## src/rtl/cache_axi_bridge_pkg.sv

```systemverilog
// Shared definitions for the cache-to-AXI line bridge.
// Holds the read/write FSM state enums, the AXI burst constants, the
// 128-bit cache line type and a line-alignment helper.
package cache_axi_bridge_pkg;

    localparam int          CACHE_LINE_BEATS = 4;        // 32-bit beats per line
    localparam int          CACHE_LINE_BITS  = 128;
    localparam logic [1:0]  BURST_INCR       = 2'b01;
    localparam logic [2:0]  BEAT_SIZE_4B     = 3'b010;   // 4 bytes per beat

    typedef logic [CACHE_LINE_BITS-1:0] line_t;

    typedef enum logic [1:0] {
        R_IDLE,
        R_ADDR,
        R_DATA,
        R_DONE
    } rd_state_t;

    typedef enum logic [2:0] {
        W_IDLE,
        W_ADDR,
        W_DATA,
        W_RESP,
        W_DONE
    } wr_state_t;

    // Clear the byte offset so the burst starts on a 16-byte line boundary.
    function automatic logic [31:0] line_align(input logic [31:0] addr);
        return {addr[31:4], 4'b0000};
    endfunction

endpackage

```

## src/rtl/cache_line_wr_ctrl.sv

```systemverilog
// Cache line write controller: accepts one 128-bit line from the cache and
// writes it out as a 4-beat INCR burst on AXI AW/W/B.
// Ports:
//   clk, rst                 - clock, synchronous active-high reset
//   wr_req/wr_addr/wr_data   - line-write request from the cache
//   wr_rdy                   - controller idle, request may be accepted
//   wr_valid                 - one-cycle pulse when the line write completes
//   awaddr/awvalid/awready   - AXI write address handshake
//   wdata/wlast/wvalid/wready- AXI write data handshake
//   bvalid/bready            - AXI write response handshake (bresp ignored)
//   busy/line_addr           - in-flight line address for the read hazard check
module cache_line_wr_ctrl
    import cache_axi_bridge_pkg::*;
#(
    parameter int LINE_BEATS = CACHE_LINE_BEATS
) (
    input  logic        clk,
    input  logic        rst,
    input  logic        wr_req,
    input  logic [31:0] wr_addr,
    input  line_t       wr_data,
    output logic        wr_rdy,
    output logic        wr_valid,
    output logic [31:0] awaddr,
    output logic        awvalid,
    input  logic        awready,
    output logic [31:0] wdata,
    output logic        wlast,
    output logic        wvalid,
    input  logic        wready,
    input  logic        bvalid,
    output logic        bready,
    output logic        busy,
    output logic [27:0] line_addr
);

    localparam logic [1:0] LAST_BEAT = 2'(LINE_BEATS - 1);

    wr_state_t   state, state_next;
    logic [31:0] addr_q;
    line_t       data_q;
    logic [1:0]  beat_cnt;

    // NOTE: sequential state uses non-blocking (<=) so every flop samples
    // the pre-edge values; blocking here would create order-dependent races.
    always_ff @(posedge clk) begin
        if (rst) state <= W_IDLE;
        else     state <= state_next;
    end

    // NOTE: every always_comb output gets a default first; a path that
    // leaves a signal unassigned would infer a latch.
    always_comb begin
        state_next = state;
        unique case (state)
            W_IDLE: if (wr_req)                      state_next = W_ADDR;
            W_ADDR: if (awready)                     state_next = W_DATA;
            W_DATA: if (wready && beat_cnt == LAST_BEAT) state_next = W_RESP;
            W_RESP: if (bvalid)                      state_next = W_DONE;
            W_DONE:                                  state_next = W_IDLE;
            default:                                 state_next = W_IDLE;
        endcase
    end

    always_comb begin
        wr_rdy   = 1'b0;
        awvalid  = 1'b0;
        wvalid   = 1'b0;
        wlast    = 1'b0;
        bready   = 1'b0;
        wr_valid = 1'b0;
        unique case (state)
            W_IDLE: wr_rdy = 1'b1;
            W_ADDR: awvalid = 1'b1;
            W_DATA: begin
                wvalid = 1'b1;
                wlast  = (beat_cnt == LAST_BEAT);
            end
            W_RESP: bready = 1'b1;
            W_DONE: wr_valid = 1'b1;
            default: ;
        endcase
    end

    // NOTE: the wide line buffer is reset too, so awaddr/wdata never show
    // X after reset; this buffer is a flop bank, not a RAM macro.
    always_ff @(posedge clk) begin
        if (rst) begin
            addr_q   <= '0;
            data_q   <= '0;
            beat_cnt <= '0;
        end else begin
            if (wr_req && wr_rdy) begin
                addr_q   <= line_align(wr_addr);
                data_q   <= wr_data;
                beat_cnt <= '0;
            end else if (state == W_DATA && wready) begin
                beat_cnt <= beat_cnt + 2'd1;
            end
        end
    end

    // Low word first: beat k carries line bits [32k+31:32k].
    assign wdata     = data_q[{beat_cnt, 5'b00000} +: 32];
    assign awaddr    = addr_q;
    assign busy      = (state != W_IDLE);
    assign line_addr = addr_q[31:4];

endmodule

```

## src/rtl/cache_axi_bridge.sv

```systemverilog
// Cache-to-AXI bridge: turns 128-bit cache line reads (and, optionally,
// line writes) into 4-beat INCR bursts of 32-bit AXI beats.
// Configuration: define CACHE_AXI_WRITE_EN to compile in the write path
// (cache_line_wr_ctrl) and the read-after-write line hazard check. Without
// it the write-side handshakes are tied low and reads are unaffected.
// Ports:
//   clk, rst                          - clock, synchronous active-high reset
//   rd_req/rd_addr/rd_rdy             - cache line-read request channel
//   ret_valid/ret_data                - line-read return
//   wr_req/wr_addr/wr_data/wr_rdy     - cache line-write request channel
//   wr_valid                          - line write completed
//   ar*/r*, aw*/w*, b*                - AXI4 master read and write channels
module cache_axi_bridge
    import cache_axi_bridge_pkg::*;
#(
    parameter logic [3:0] AXI_ID     = 4'd0,
    parameter int         LINE_BEATS = CACHE_LINE_BEATS
) (
    input  logic        clk,
    input  logic        rst,
    input  logic        rd_req,
    input  logic [31:0] rd_addr,
    output logic        rd_rdy,
    output logic        ret_valid,
    output line_t       ret_data,
    input  logic        wr_req,
    input  logic [31:0] wr_addr,
    input  line_t       wr_data,
    output logic        wr_rdy,
    output logic        wr_valid,
    output logic [3:0]  arid,
    output logic [31:0] araddr,
    output logic [7:0]  arlen,
    output logic [2:0]  arsize,
    output logic [1:0]  arburst,
    output logic        arvalid,
    input  logic        arready,
    input  logic [31:0] rdata,
    input  logic [1:0]  rresp,
    input  logic        rlast,
    input  logic        rvalid,
    output logic        rready,
    output logic [3:0]  awid,
    output logic [31:0] awaddr,
    output logic [7:0]  awlen,
    output logic [2:0]  awsize,
    output logic [1:0]  awburst,
    output logic        awvalid,
    input  logic        awready,
    output logic [31:0] wdata,
    output logic [3:0]  wstrb,
    output logic        wlast,
    output logic        wvalid,
    input  logic        wready,
    input  logic [1:0]  bresp,
    input  logic        bvalid,
    output logic        bready
);

    // Fixed burst shape: one full line per burst, 4-byte beats, incrementing.
    assign arid    = AXI_ID;
    assign arlen   = 8'(LINE_BEATS - 1);
    assign arsize  = BEAT_SIZE_4B;
    assign arburst = BURST_INCR;
    assign awid    = AXI_ID;
    assign awlen   = 8'(LINE_BEATS - 1);
    assign awsize  = BEAT_SIZE_4B;
    assign awburst = BURST_INCR;
    assign wstrb   = 4'hF;

    // ---------------------------------------------------------------- write
    logic        rd_hazard;

`ifdef CACHE_AXI_WRITE_EN
    logic        wr_busy;
    logic [27:0] wr_line;

    cache_line_wr_ctrl #(
        .LINE_BEATS (LINE_BEATS)
    ) u_wr_ctrl (
        .clk       (clk),
        .rst       (rst),
        .wr_req    (wr_req),
        .wr_addr   (wr_addr),
        .wr_data   (wr_data),
        .wr_rdy    (wr_rdy),
        .wr_valid  (wr_valid),
        .awaddr    (awaddr),
        .awvalid   (awvalid),
        .awready   (awready),
        .wdata     (wdata),
        .wlast     (wlast),
        .wvalid    (wvalid),
        .wready    (wready),
        .bvalid    (bvalid),
        .bready    (bready),
        .busy      (wr_busy),
        .line_addr (wr_line)
    );

    // A read must not overtake a write to the same line: block it while that
    // line is in flight, and also when the write is being accepted this very
    // cycle (the write wins the tie).
    assign rd_hazard = (wr_busy && rd_addr[31:4] == wr_line) ||
                       (wr_req && wr_rdy && rd_addr[31:4] == wr_addr[31:4]);

    logic unused_ok;
    assign unused_ok = ^{rresp, bresp};
`else
    assign wr_rdy    = 1'b0;
    assign wr_valid  = 1'b0;
    assign awaddr    = '0;
    assign awvalid   = 1'b0;
    assign wdata     = '0;
    assign wlast     = 1'b0;
    assign wvalid    = 1'b0;
    assign bready    = 1'b0;
    assign rd_hazard = 1'b0;

    logic unused_ok;
    assign unused_ok = ^{rresp, bresp, bvalid, wr_req, wr_addr, wr_data,
                         awready, wready};
`endif

    // ----------------------------------------------------------------- read
    rd_state_t  r_state, r_next;
    logic [1:0] beat_cnt;

    always_ff @(posedge clk) begin
        if (rst) r_state <= R_IDLE;
        else     r_state <= r_next;
    end

    always_comb begin
        r_next = r_state;
        unique case (r_state)
            R_IDLE: if (rd_req && rd_rdy)  r_next = R_ADDR;
            R_ADDR: if (arready)           r_next = R_DATA;
            R_DATA: if (rvalid && rlast)   r_next = R_DONE;
            R_DONE:                        r_next = R_IDLE;
            default:                       r_next = R_IDLE;
        endcase
    end

    always_comb begin
        arvalid   = 1'b0;
        rready    = 1'b0;
        ret_valid = 1'b0;
        unique case (r_state)
            R_ADDR:  arvalid   = 1'b1;
            R_DATA:  rready    = 1'b1;
            R_DONE:  ret_valid = 1'b1;
            default: ;
        endcase
    end

    assign rd_rdy = (r_state == R_IDLE) && !rd_hazard;

    // araddr is held from acceptance, so it stays stable while arvalid waits.
    // ret_data keeps the last line until a new read starts filling it.
    always_ff @(posedge clk) begin
        if (rst) begin
            araddr   <= '0;
            beat_cnt <= '0;
            ret_data <= '0;
        end else begin
            if (rd_req && rd_rdy) begin
                araddr   <= line_align(rd_addr);
                beat_cnt <= '0;
            end
            if (r_state == R_DATA && rvalid) begin
                ret_data[{beat_cnt, 5'b00000} +: 32] <= rdata;
                beat_cnt <= beat_cnt + 2'd1;
            end
        end
    end

endmodule

```

## config.mk

```make
export PLATFORM = sky130hd
export DESIGN_NAME = cache_axi_bridge
export DESIGN_NICKNAME = d
export VERILOG_FILES = /design/src/rtl/cache_axi_bridge_pkg.sv /design/src/rtl/cache_line_wr_ctrl.sv /design/src/rtl/cache_axi_bridge.sv
export SDC_FILE = /design/constraint.sdc
export NUM_CORES = 1
export LEC_CHECK = 0
export ABC_AREA = 0
export BUFFER_PORTS_ARGS = -buffer_cell sky130_fd_sc_hd__buf_4
export CAP_MARGIN = 10
export CORE_AREA = 2 2 199 201
export DETAILED_ROUTE_END_ITERATION = 12
export DIE_AREA = 0 0 201 203
export PLACE_DENSITY = 0.41
export SLEW_MARGIN = 20
export SYNTH_ARGS = -nofsm -noshare
export SYNTH_HDL_FRONTEND = slang
export SYNTH_SLANG_ARGS = --single-unit
```

## constraint.sdc

```tcl
create_clock -name clk -period 2.8 [get_ports clk]
set_input_delay 0.28 -clock clk [delete_from_list [all_inputs] [get_ports clk]]
set_output_delay 0.28 -clock clk [all_outputs]
set_load 0.005 [all_outputs]
```

# After elaboration in Yosys (flattened, before gate mapping)
# Cells that the tools add are included.
[op_classes]
n_reduce_logical = 6
shift = 2
addsub = 2
eq_ne = 6
muxes = 10
[op_table]
columns = ["op", "count"]
rows = [
  ["$bwmux W128", 1],
  ["$shift A32 B9 Y128 const A", 1],
  ["$shiftx A32 B9 Y128", 1],
  ["$mux W2", 5],
  ["$neg A7 Y9", 1],
  ["$pmux W2 S4", 1],
  ["$eq A2 B2 Y1 const B", 2],
  ["$ne A2 B2 Y1 const B", 2],
  ["$logic_and A1 B1 Y1", 3],
  ["$mux W1", 3],
  ["$reduce_and A3 Y1", 1],
  ["$add A2 B1 Y2 const B", 1],
  ["$eq A2 B1 Y1 const B", 1],
  ["$logic_not A2 Y1", 1],
  ["$ne A2 B1 Y1 const B", 1],
  ["$reduce_bool A2 Y1", 1],
]
[word_totals]
in_bits = 238
regBits = 160
elab_cells = 30

# Logic depth before layout (Yosys ltp)
[depth]
ltp_word = 4
ltp_mapped = 8

# Worst setup path before layout
# No wires, ideal clock.
[synth_path]
path_kind = "reg2reg"
startpoint = "register beat_cnt[0]"
endpoint = "register ret_data[106]"
path_slack_ps = 846
stages_incl_launch_ff = 7
path_buffers = 1
arrival_time_ps = 1895
setup_time_ps = 59
period_less_slack_ps = 1954
cell_sequence = "dfxtp_1 > inv_1 > ha_1 > or4b_4 > nor2_8 > buf_6 > a31o_1"
[synth_via]
elab_chain_len = 3
word_cells_on_any_way = 4
classes_between = "add/sub: 1; shift: 2; mux: 1"
[synth_lines]
columns = ["item", "line_no", "rtl"]
rows = [
  ["from (decl)", "cache_axi_bridge.sv:127", "logic [1:0] beat_cnt;"],
  ["from (signal assigned)", "cache_axi_bridge.sv:173", "beat_cnt <= beat_cnt + 2'd1;"],
  ["$neg A7 Y9 (*)", "cache_axi_bridge.sv:172", "ret_data[{beat_cnt, 5'b00000} +: 32] <= rdata;"],
  ["$shiftx A32 B9 Y128 / $shift A32 B9 Y128 (equally long branches)", "cache_axi_bridge.sv:172", ""],
  ["$bwmux W128 (*)", "cache_axi_bridge.sv:172", ""],
  ["to (signal, indexed assignment)", "cache_axi_bridge.sv:172", ""],
  ["to (decl)", "cache_axi_bridge.sv:25", "output line_t ret_data,"],
]
# Mark *: on every way between the ends. The rest lies on a longest branch, timed or not.
# A chain may end at the register's enable or synchronous reset.

# Worst setup path in the final report
[layout_path]
startpoint = "register beat_cnt[0]"
endpoint = "register ret_data[102]"
# The elaborated chain is that of the path after synthesis.

==> impl_metrics.py <==
metrics = {
    "worst_setup_path": {
        "cpPeakStageDelay_ns": 0.62,
        "cp.depth": 5,
        "worstSetupEndpoint": "ret_data[102]",
        "worstSetupEndpointType": "flip-flop",
        "reg2regPathDepth": 5,
        "required_ns": 3.18,
        "reg2reg_from": "beat_cnt[0]",
        "path_class": "reg -> reg",
        "slowest_stage": "or4b_4",
        "crit_start": "beat_cnt[0]",
        "crit_path_start_kind": "flip-flop",
        "crit_buf_inv": 1,
        "cp.arrival_ns": 2.85,
        "r2r_end": "ret_data[102]",
        "regToRegSetupSlack_ns": 0.33,
        "crit_fanout": 27,
        "critPathTopFamily": "simple AND/OR/NAND/NOR gates",
        "crit_chain": "inv_1 > ha_1 > or4b_4 > nor2_8 > a31o_2",
    },
    "timing": {
        "fmax_ghz": 0.4044,
        "rsz0062_at_grt": "no",
        "fin_tns_setup_ns": 0,
        "worst_pin_slew_ns": 0.7420,
        "period_minus_slack_ns": 2.473,
        "skew_ns": 0.007410,
        "relSlewSlack_pct": 50.53,
        "period_share_pct": 88.32,
        "final_hold_viol_count": 0,
        "finalMaxSlewViolations": 0,
        "setup_viol_count_final": 0,
    },
    "layout": {
        "regArea_mm2": 0.003203,
        "finalNetCount": 1202,
        "fillers": 4233,
        "areaGrowthSynthToFinish_pct": 37.47,
        "postLayoutCoreUtil_pct": 23.95,
        "drive_gt1_share_pct": 30.71,
        "fin_cells": 1485,
        "multi_input_area_mm2": 0.002845,
        "antenna_cells": 0,
    },
    "run": {
        "maxCapViolCount": 0,
    },
    "power": {
        "leakagePower_nw": 3.992,
        "ir_worst_vdd_mv": 0.4272,
        "power_w": 0.005840,
        "p_per_area_mw_per_mm2": 634.0,
    },
    "floorplan": {
        "start_util_pct": 17.42,
        "die_x_um": 201,
        "boundaryPins": 510,
        "fp.coreArea_mm2": 0.03847,
        "die_y_um": 203,
        "rows": 72,
        "die_area_mm2": 0.04080,
    },
    "placement": {
        "place_inst": 1453,
        "dp_hpwl_mm": 17.04,
        "port_buffers": 225,
        "place.gp.congestion": 0.6798,
    },
    "global_routing": {
        "track_usage_pct": 11.93,
        "grt-ovfl-total": 0,
        "grt_antenna_before_repair": 1,
        "grt_pass1_vias": 5476,
        "grt_pass1_wl_mm": 35.88,
        "grt_start_max_net_pins": 52,
    },
    "synth": {
        "avgSynthCellArea_um2": 8.935,
        "syn-cell-area_mm2": 0.006701,
        "muxShareOfSynthArea_pct": 0.1494,
        "synth-seq-cells": 160,
        "syn_inst": 750,
        "ys.flop_type": "dfxtp_1",
        "ys_seq_area_share_pct": 47.80,
        "synthTopCellsByArea": "dfxtp_1 (48%), buf_4 (13%), a21oi_1 (7.0%), nand2_1 (6.9%), a32o_1 (5.5%)",
        "synth-simple-area-share_pct": 16.90,
        "synth-adder-area-share_pct": 1.867,
        "ys_types": 29,
        "synthXorXnorAreaFrac_pct": 0,
        "async_flop_share_pct": 0,
        "synth_top_family_by_area": "simple AND/OR/NAND/NOR gates",
        "synth_edf_count": 0,
        "synth.largest_area_cell": "dfxtp_1",
        "post-synth-top-count-cell": "dfxtp_1",
        "ys_warn_count": 0,
        "yosys.area.top_type_share_pct": 47.80,
        "synth_common_cells": "dfxtp_1 (160), nand2_1 (124), buf_4 (112), a21oi_1 (94), nand3_1 (72)",
        "synth_compound_area_share_pct": 16.43,
    },
    "status": {
        "status": "finished clean",
    },
    "route": {
        "drt_wl_total_mm": 24.77,
        "route.detailed.drc": 0,
        "route.vias.total": 5825,
        "drtIter0Drc": 212,
        "postRouteAntennaNets": 0,
        "avgViaCountPerCell": 3.923,
        "wl_per_cell_um": 16.68,
        "dr.pass1.iters": 4,
    },
    "clocking": {
        "clk_pin_slew_ns": 0.07,
        "cts_hold_buffers": 0,
        "clock_path_buffers": 2,
        "post_cts_buffers": 0,
        "cts_buffers": 17,
        "clk_root_buffer_cell": "clkbuf_16",
        "htreeDepth": 4,
        "clk_latency_ns": 0.44,
        "post_cts_resized": 0,
        "tritoncts": "yes",
        "clock-sinks": 160,
    },
    "hold_path": {
        "min_path_type": "in -> reg",
    },
}
power breakdown:
part,internal [W],switching [W]
combinational,0.000382,0.000519
sequential,0.00239,0.0000684
clock,0.00144,0.00104
total,0.00421,0.00163
logic make-up (layout without fill, tap and decap cells):
| group | after synthesis | in the layout |
|---|---|---|
| buffers and inverters | 177 | 284 |
| DFF | 160 | 160 |
| muxes | 1 | 1 |
| adders and majority gates | 10 | 10 |
| AOI/OAI and AO/OA | 161 | 161 |
| other | 2 | 112 |
| and+or+nand+nor | 239 | 239 |
worst min path at each step:
stage	start	endpoint	slack (ns)	cells after the start
finish	rd_addr[22]	araddr[22]	0.09	3
detailed placement	ret_data[39]	ret_data[39]	0.44	2
global placement	ret_data[81]	ret_data[81]	0.44	2
floorplan	rdata[0]	ret_data[0]	0.41	1
CTS	rd_addr[24]	araddr[24]	0.05	3
global route	rd_addr[22]	araddr[22]	0.06	3
metal layers:
layer | vias up | global-route usage, % | part of all wire [%] | routed length, um
met5 | - | 0 | 0 | 0
met4 | 0 | 3.360 | 1.2 | 297
met3 | 17 | 4.398 | 7.6 | 1881
met2 | 234 | 20.13 | 49 | 12020
met1 | 2797 | 14.18 | 43 | 10570
li1 | 2777 | - | - | -
cells in the final DEF, fill, tap and decap left out, types with 2 or more instances in the layout:
cell / instances
nor2_1: 2
buf_4: 244
clkbuf_16: 17
inv_6: 2
nand2_1: 124
nand3_1: 68
conb_1: 112
a31o_1: 20
a32o_1: 37
buf_12: 3
and3_2: 3
a21oi_1: 94
nand3_2: 4
clkinvlp_4: 3
dfxtp_1: 160
bufinv_16: 3
inv_1: 4
a31o_2: 7
nand2b_1: 3
ha_1: 10
and3_1: 28
clkbuf_1: 3
worst register-to-register path, delay by kind of cell (launching register included):
| kind | cells | cell delay (ns) |
|---|---|---|
| flip-flops | 1 | 0.52 |
| buffers and inverters | 1 | 0.16 |
| AO/OA/AOI/OAI | 1 | 0.25 |
| adder cells (fa/ha/maj) | 1 | 0.43 |
| AND/OR/NAND/NOR | 2 | 1.06 |
layout make-up:
cell class / count / share of cell area, %
flip-flops and latches: 160 / 34.77
multi-input cells: 523 / 30.88
repair buffers: 247 / 20.54
well taps: 518 / 7.035
clock buffers: 21 / 4.889
clock inverters: 11 / 1.684
inverters: 5 / 0.2037
state kept, by name, summed over array words and instances (netlist names):
name / count
araddr: 28
beat_cnt: 2
r_state: 2
ret_data: 128
through the flow:
step / setup WS (ns) / hold WS [ns] / instance area, um2
floorplan: 0.8460 / 0.4058 / 7114
global placement: 0.3115 / 0.4392 / 8607
detailed placement: 0.3289 / 0.4437 / 8607
CTS: 0.3136 / 0.04870 / 9213
global route: 0.1692 / 0.05513 / 9213
finish: 0.3270 / 0.08500 / 9213
Power figures use the tool's default switching activity.
